`config.mk`:
```
export PLATFORM = sky130hd
export DESIGN_NAME = add_sub_exec
export DESIGN_NICKNAME = d
export VERILOG_FILES = /design/src/rtl/add_sub_exec.sv
export SDC_FILE = /design/constraint.sdc
export NUM_CORES = 1
export LEC_CHECK = 0
export BUFFER_PORTS_ARGS = -buffer_cell sky130_fd_sc_hd__buf_4
export CAP_MARGIN = 5
export CORE_MARGIN = 2
export CORE_UTILIZATION = 30
export CTS_BUF_LIST = sky130_fd_sc_hd__clkbuf_4 sky130_fd_sc_hd__clkbuf_8
export DETAILED_ROUTE_END_ITERATION = 6
export GPL_TIMING_DRIVEN = 0
export SYNTH_ARGS = -nofsm -noshare
export SYNTH_HDL_FRONTEND = slang
export SYNTH_SLANG_ARGS = --single-unit
```
`constraint.sdc`:
```
create_clock -name p_clk -period 16.5 [get_ports p_clk]
set_input_delay 4.125 -clock p_clk [delete_from_list [all_inputs] [get_ports p_clk]]
set_output_delay 4.125 -clock p_clk [all_outputs]
set_load 0.02 [all_outputs]
```
`src/rtl/add_sub_exec.sv`:
```
// add_sub_exec: two-stage execute pipeline for MIPS64 add/subtract ops.
// S1 registers the adder operands, with operand B already inverted for subtracts.
// The external adder is combinational and is driven straight from S1.
// S2 registers the adder result and applies 32-bit sign extension and the overflow-trap rules.
// S2 then presents the result to writeback over a valid/ready handshake.
module add_sub_exec #(
    parameter int WIDTH   = 64,
    parameter int TAG_W   = 5,
    parameter bit TRAP_EN = 1'b1
) (
    input  logic             p_clk,
    input  logic             p_rst,
    input  logic             p_flush,
    // issue side
    input  logic             p_inValid,
    output logic             p_inReady,
    input  logic [2:0]       p_op,
    input  logic [WIDTH-1:0] p_srcA,
    input  logic [WIDTH-1:0] p_srcB,
    input  logic [TAG_W-1:0] p_tagIn,
    // external adder
    output logic [WIDTH-1:0] p_addA,
    output logic [WIDTH-1:0] p_addB,
    output logic             p_addCI,
    input  logic [WIDTH-1:0] p_addR,
    input  logic             p_addCO,
    input  logic             p_addOVL,
    // writeback side
    output logic             p_outValid,
    input  logic             p_outReady,
    output logic [WIDTH-1:0] p_result,
    output logic             p_carry,
    output logic             p_ovfTrap,
    output logic             p_wbEn,
    output logic [TAG_W-1:0] p_tagOut
);

    // op field decode: [2]=64-bit, [1]=subtract, [0]=unsigned (never traps)
    localparam int OP_DW  = 2;
    localparam int OP_SUB = 1;
    localparam int OP_UNS = 0;

    // S1 state
    logic             s1_valid_q, s1_valid_d;
    logic [WIDTH-1:0] s1_a_q, s1_a_d;
    logic [WIDTH-1:0] s1_b_q, s1_b_d;
    logic             s1_ci_q, s1_ci_d;
    logic [2:0]       s1_op_q;
    logic [TAG_W-1:0] s1_tag_q;

    // S2 state
    logic             s2_valid_q, s2_valid_d;
    logic [WIDTH-1:0] s2_result_q, s2_result_d;
    logic             s2_carry_q, s2_carry_d;
    logic             s2_trap_q, s2_trap_d;
    logic [TAG_W-1:0] s2_tag_q;

    logic             s2_adv;
    logic             in_fire;
    logic             ovf;
    logic [WIDTH-1:0] b_ext;

    // Handshake: S1 moves on when S2 is empty or is being drained this cycle
    assign s2_adv    = s1_valid_q & (~s2_valid_q | p_outReady);
    assign p_inReady = ~s1_valid_q | s2_adv;
    assign in_fire   = p_inValid & p_inReady;

    // Operand preparation: sign-extend 32-bit operands, invert B for subtract
    always_comb begin
        // NOTE: every always_comb output is assigned first so no path leaves it unassigned (no latch).
        s1_a_d = p_srcA;
        b_ext  = p_srcB;
        if (!p_op[OP_DW]) begin
            s1_a_d = {{(WIDTH-32){p_srcA[31]}}, p_srcA[31:0]};
            b_ext  = {{(WIDTH-32){p_srcB[31]}}, p_srcB[31:0]};
        end
        s1_b_d  = p_op[OP_SUB] ? ~b_ext : b_ext;
        s1_ci_d = p_op[OP_SUB];
    end

    // Result shaping: 32-bit ops take overflow and carry from bit 32 of the 64-bit sum
    always_comb begin
        s2_result_d = p_addR;
        s2_carry_d  = p_addCO;
        ovf         = p_addOVL;
        if (!s1_op_q[OP_DW]) begin
            s2_result_d = {{(WIDTH-32){p_addR[31]}}, p_addR[31:0]};
            ovf         = p_addR[32] ^ p_addR[31];
            // carry into bit 32 is the carry-out of the low 32-bit add
            s2_carry_d  = p_addR[32] ^ s1_a_q[32] ^ s1_b_q[32];
        end
        s2_trap_d = ovf & ~s1_op_q[OP_UNS] & TRAP_EN;
    end

    // Valid bits: flush kills both stages, but a same-cycle output handshake still completes
    always_comb begin
        s1_valid_d = s1_valid_q;
        s2_valid_d = s2_valid_q;
        if (p_flush) begin
            s1_valid_d = 1'b0;
            s2_valid_d = 1'b0;
        end else begin
            if (in_fire) begin
                s1_valid_d = 1'b1;
            end else if (s2_adv) begin
                s1_valid_d = 1'b0;
            end
            if (s2_adv) begin
                s2_valid_d = 1'b1;
            end else if (p_outReady) begin
                s2_valid_d = 1'b0;
            end
        end
    end

    // Pipeline valid registers
    always_ff @(posedge p_clk or posedge p_rst) begin
        // NOTE: sequential state uses non-blocking assignments so every register samples pre-edge values.
        if (p_rst) begin
            s1_valid_q <= 1'b0;
            s2_valid_q <= 1'b0;
        end else begin
            s1_valid_q <= s1_valid_d;
            s2_valid_q <= s2_valid_d;
        end
    end

    // S1 operand registers, loaded on every accepted issue
    always_ff @(posedge p_clk or posedge p_rst) begin
        // NOTE: data registers are reset as well, so the result/tag outputs read zero after reset.
        if (p_rst) begin
            s1_a_q   <= '0;
            s1_b_q   <= '0;
            s1_ci_q  <= 1'b0;
            s1_op_q  <= '0;
            s1_tag_q <= '0;
        end else if (in_fire) begin
            s1_a_q   <= s1_a_d;
            s1_b_q   <= s1_b_d;
            s1_ci_q  <= s1_ci_d;
            s1_op_q  <= p_op;
            s1_tag_q <= p_tagIn;
        end
    end

    // S2 result registers, held while the consumer stalls
    always_ff @(posedge p_clk or posedge p_rst) begin
        if (p_rst) begin
            s2_result_q <= '0;
            s2_carry_q  <= 1'b0;
            s2_trap_q   <= 1'b0;
            s2_tag_q    <= '0;
        end else if (s2_adv) begin
            s2_result_q <= s2_result_d;
            s2_carry_q  <= s2_carry_d;
            s2_trap_q   <= s2_trap_d;
            s2_tag_q    <= s1_tag_q;
        end
    end

    assign p_addA     = s1_a_q;
    assign p_addB     = s1_b_q;
    assign p_addCI    = s1_ci_q;

    // Trap and write-enable are qualified by valid, so a trap is seen only with its op
    assign p_outValid = s2_valid_q;
    assign p_result   = s2_result_q;
    assign p_carry    = s2_carry_q;
    assign p_ovfTrap  = s2_valid_q & s2_trap_q;
    assign p_wbEn     = s2_valid_q & ~s2_trap_q;
    assign p_tagOut   = s2_tag_q;

endmodule

```
Yosys cells after proc, flatten, opt, wreduce, memory -nomap -nowiden
Cells that the tools add are included.
{"block": "totals", "output_inout_bits": 203, "elab_cells": 40, "regBits": 210, "input_bits": 207}
{"block": "op_classes", "n_reduce_logical": 2, "n_mux": 12, "n_bitwise": 15}
{"operator": "64-bit two-way mux", "n": 4}
{"operator": "64-bit NOT", "n": 1}
{"operator": "1-bit two-way mux", "n": 8}
{"operator": "3-bit nonzero test", "n": 2}
{"operator": "1-bit bitwise AND", "n": 5}
{"operator": "1-bit NOT", "n": 4}
{"operator": "1-bit bitwise XOR", "n": 3}
{"operator": "1-bit bitwise OR", "n": 2}

Longest topological paths before layout
{"block": "logic_depth", "ltp_word": 7, "ltp_mapped": 7, "ltp_nobuf": 3}

Least setup slack after synthesis
OpenSTA, ideal clock, no wires.
{"block": "synth_path", "path_type": "in2out", "from": "input port p_outReady", "to": "output port p_inReady", "cell_stages": 1, "required_ns": 12.375, "n_path_buf": 0, "arrival_time_ns": 4.315, "setup_slack_ns": 8.060, "cell_sequence": "nand3b_4"}
{"block": "synth_via", "elab_chain_len": 3}
{"item": "from (decl)", "line": "30", "source": "input logic p_outReady,"}
{"item": "1-bit bitwise OR", "line": "64", "source": "assign s2_adv = s1_valid_q & (~s2_valid_q | p_outReady);"}
{"item": "1-bit bitwise AND", "line": "64"}
{"item": "1-bit bitwise OR", "line": "65", "source": "assign p_inReady = ~s1_valid_q | s2_adv;"}
{"item": "to (decl)", "line": "16", "source": "output logic p_inReady,"}
No other way between the ends.

Worst setup path in the final report
Ends and elaborated chain as after synthesis.

==> flow_summary.json <==
{
  "clock_latency_ns": 0.53,
  "worstSetupStartpointType": "primary input",
  "place_congestion": 0.828,
  "start_util": 0.304,
  "synth_edf_count": 0,
  "dieArea_um2": 32400,
  "ant_nets": 0,
  "hp-class": "flip-flop to flip-flop",
  "whs_ns": 0.499,
  "min_to": "p_tagOut[2]$_DFFE_PP0P_",
  "routed_via_density": 4.59,
  "die_h_um": 180,
  "min_path_cells": 1,
  "syn_area_um2": 9300,
  "cp_max_fo": 5,
  "yosysWarningCount": 0,
  "max_freq_ghz": 0.114,
  "crit_required_ns": 12.38,
  "finalHoldViolCount": 0,
  "min_from": "s1_tag_q[2]$_DFFE_PP0P_",
  "rows": 64,
  "crit_chain": "buf_4 -> nand3b_4 -> buf_4",
  "fin_crit_sh": 0.530,
  "drive_gt1_frac": 0.582,
  "yosysMostFrequentCell": "dfrtp_1",
  "port_buffers": 406,
  "synth_nets": 925,
  "power.density_nw_per_um2": 121,
  "post-route-min-period_ns": 8.74,
  "cpMostUsedCell": "buf_4",
  "die_x_um": 180,
  "layout.nets": 1374,
  "synth.distinct_cells": 26,
  "cp.arrival_ns": 4.62,
  "synth_area_per_cell_um2": 12.9,
  "fin_skew_ns": 0.00674,
  "drc": 0,
  "final.setup.tns_ns": 0,
  "crit_path_start": "p_outReady",
  "area_delta_synth_final_pct": 48.9,
  "critPathCaptureType": "output port",
  "cts_buffers": 40,
  "cts_tree": "yes",
  "cts_hold_buffers": 0,
  "peakVddDrop_mv": 0.0702,
  "grt_pass1_wl_mm": 45.4,
  "rsz0062_at_grt": "false",
  "synthTopCellsByArea": "dfrtp_1 (56%), mux2_2 (20%), nand2_1 (3.9%), mux2i_1 (3.6%), xor2_1 (3.1%)",
  "ios": 410,
  "core_um2": 30600,
  "cts.repair.resized": 0,
  "report.final.slew_viol_count": 0,
  "overflow": 0,
  "synth_top_area_cell": "dfrtp_1",
  "ys.flop_type": "dfrtp_1",
  "firstDrtPassIters": 4,
  "worst_pin_slew_ns": 0.789,
  "vias": 7327,
  "grt_max_degree": 108,
  "max-cap-violations": 0,
  "critPathMaxStageDelay_ns": 0.19,
  "grt_pass1_vias": 7653,
  "postCtsSetupBuffers": 0,
  "p_leak_nw": 6.70,
  "slew_headroom": 0.474,
  "ys_seq_area_frac": 0.563,
  "cpMaxStageDelayCell": "nand3b_4",
  "routedWlPerCell_um": 18.5,
  "r2r-end": "p_addB[3]$_DFFE_PP0P_",
  "first_iter_violations": 249,
  "path_class": "primary input to output port",
  "track_usage": 0.178,
  "finalSetupViolations": 0,
  "fillCellCount": 2926,
  "cts_sinks": 209,
  "post-dp-hpwl_mm": 21.3,
  "synth_common_cells": "dfrtp_1 (209), mux2_2 (163), nand2_1 (97)",
  "h-tree-depth": 2,
  "cts.path.max_buffers": 3,
  "netlist_instances": 718,
  "synthArstFlopShare": 1.00,
  "wl_mm": 29.5,
  "reg2reg_from": "s1_valid_q$_DFFE_PP0P_",
  "antenna_found_initial": 1,
  "synth_top_cell_area_share": 0.563,
  "cts.clk_slew.worst_paths_ns": 0.06,
  "r2r_setup_slack_ns": 14.45,
  "reg2reg_depth": 6,
  "run_status": "finished clean",
  "root_buffer": "clkbuf_8",
  "ys_seq_elements": 209
}
==> power by group <==
| group | switching (W) | total (W) | internal [W] |
|---|---|---|---|
| clock | 0.000231 | 0.000600 | 0.000369 |
| sequential | 0.0000443 | 0.000637 | 0.000593 |
| combinational | 0.000226 | 0.000441 | 0.000215 |
==> critical path: cells and delay by family <==
kind          cells  cell delay, ns
simple gates      1            0.19
buf+inv           2            0.30
==> cell families after synthesis <==
family / Yosys count / share of synthesized area
compound gates: 70 / 0.0428
flops: 209 / 0.563
mux: 206 / 0.249
xor+xnor: 66 / 0.0637
simple gates: 106 / 0.0471
buf+inv: 61 / 0.0346
==> layer usage <==
metal / GRT usage / vias up / part of all wire
met2: 0.290 / 352 / 0.46
met5: 0 / - / 0.00044
li1: - / 3373 / -
met3: 0.0744 / 60 / 0.11
met4: 0.0555 / 2 / 0.027
met1: 0.215 / 3540 / 0.40
==> metrics by stage <==
stage	cells	setup slack [ns]	instance area [um2]	power, W	utilization
floorplan	718	6.67	9300	0.000876	-
global placement	1520	3.73	12800	0.00109	0.420
detailed placement	1521	7.77	12900	0.00109	0.421
CTS	1594	7.77	13800	0.00171	0.452
global route	1594	7.74	13800	0.00177	0.452
finish	1595	7.76	13800	0.00168	0.452
==> flip-flops by register name, summed over array words and instances, names as in the netlist, 3 cells and up <==
signal and count:
s1_tag_q 5, s1_op_q 3, p_result 64, p_addA 64
p_addB 64, p_tagOut 5
==> layout make-up <==
type | count | area, um2 | share of cell area
clock inverter | 9 | 124 | 0.00895
timing repair buffer | 407 | 3080 | 0.222
tap | 396 | 495 | 0.0358
multi-input combinational | 448 | 3740 | 0.271
inverter | 3 | 18.8 | 0.00136
antenna | 1 | 2.50 | 0.000181
sequential | 209 | 5230 | 0.378
clock buffer | 64 | 837 | 0.0605
buffer | 58 | 310 | 0.0224
==> layout by cell type (no fill, tap or decap), types with 4 or more instances in the layout <==
cell,Yosys,layout
xor2_1,33,33
buf_6,4,4
clkbuf_4,0,7
buf_4,7,413
clkbuf_8,0,57
mux2_2,163,163
dfrtp_1,209,209
a21oi_1,35,35
a31oi_1,32,32
mux2i_1,33,33
buf_2,29,29
clkinv_2,0,5
nand2_1,97,97
xnor2_1,32,32
clkbuf_1,17,17
mux2_4,10,10
==> how the worst max path moves through the flow <==
stage                            end  slack (ns)  cells past startpoint
2_1_floorplan  p_addA[0]$_DFFE_PP0P_        6.67                      1
3_3_place_gp   p_addB[1]$_DFFE_PP0P_        3.73                      2
3_5_place_dp               p_inReady        7.77                      3
4_1_cts                    p_inReady        7.77                      3
5_1_grt                    p_inReady        7.74                      3
6_report                   p_inReady        7.76                      3
Note: power is estimated with default switching activity, not from simulation.
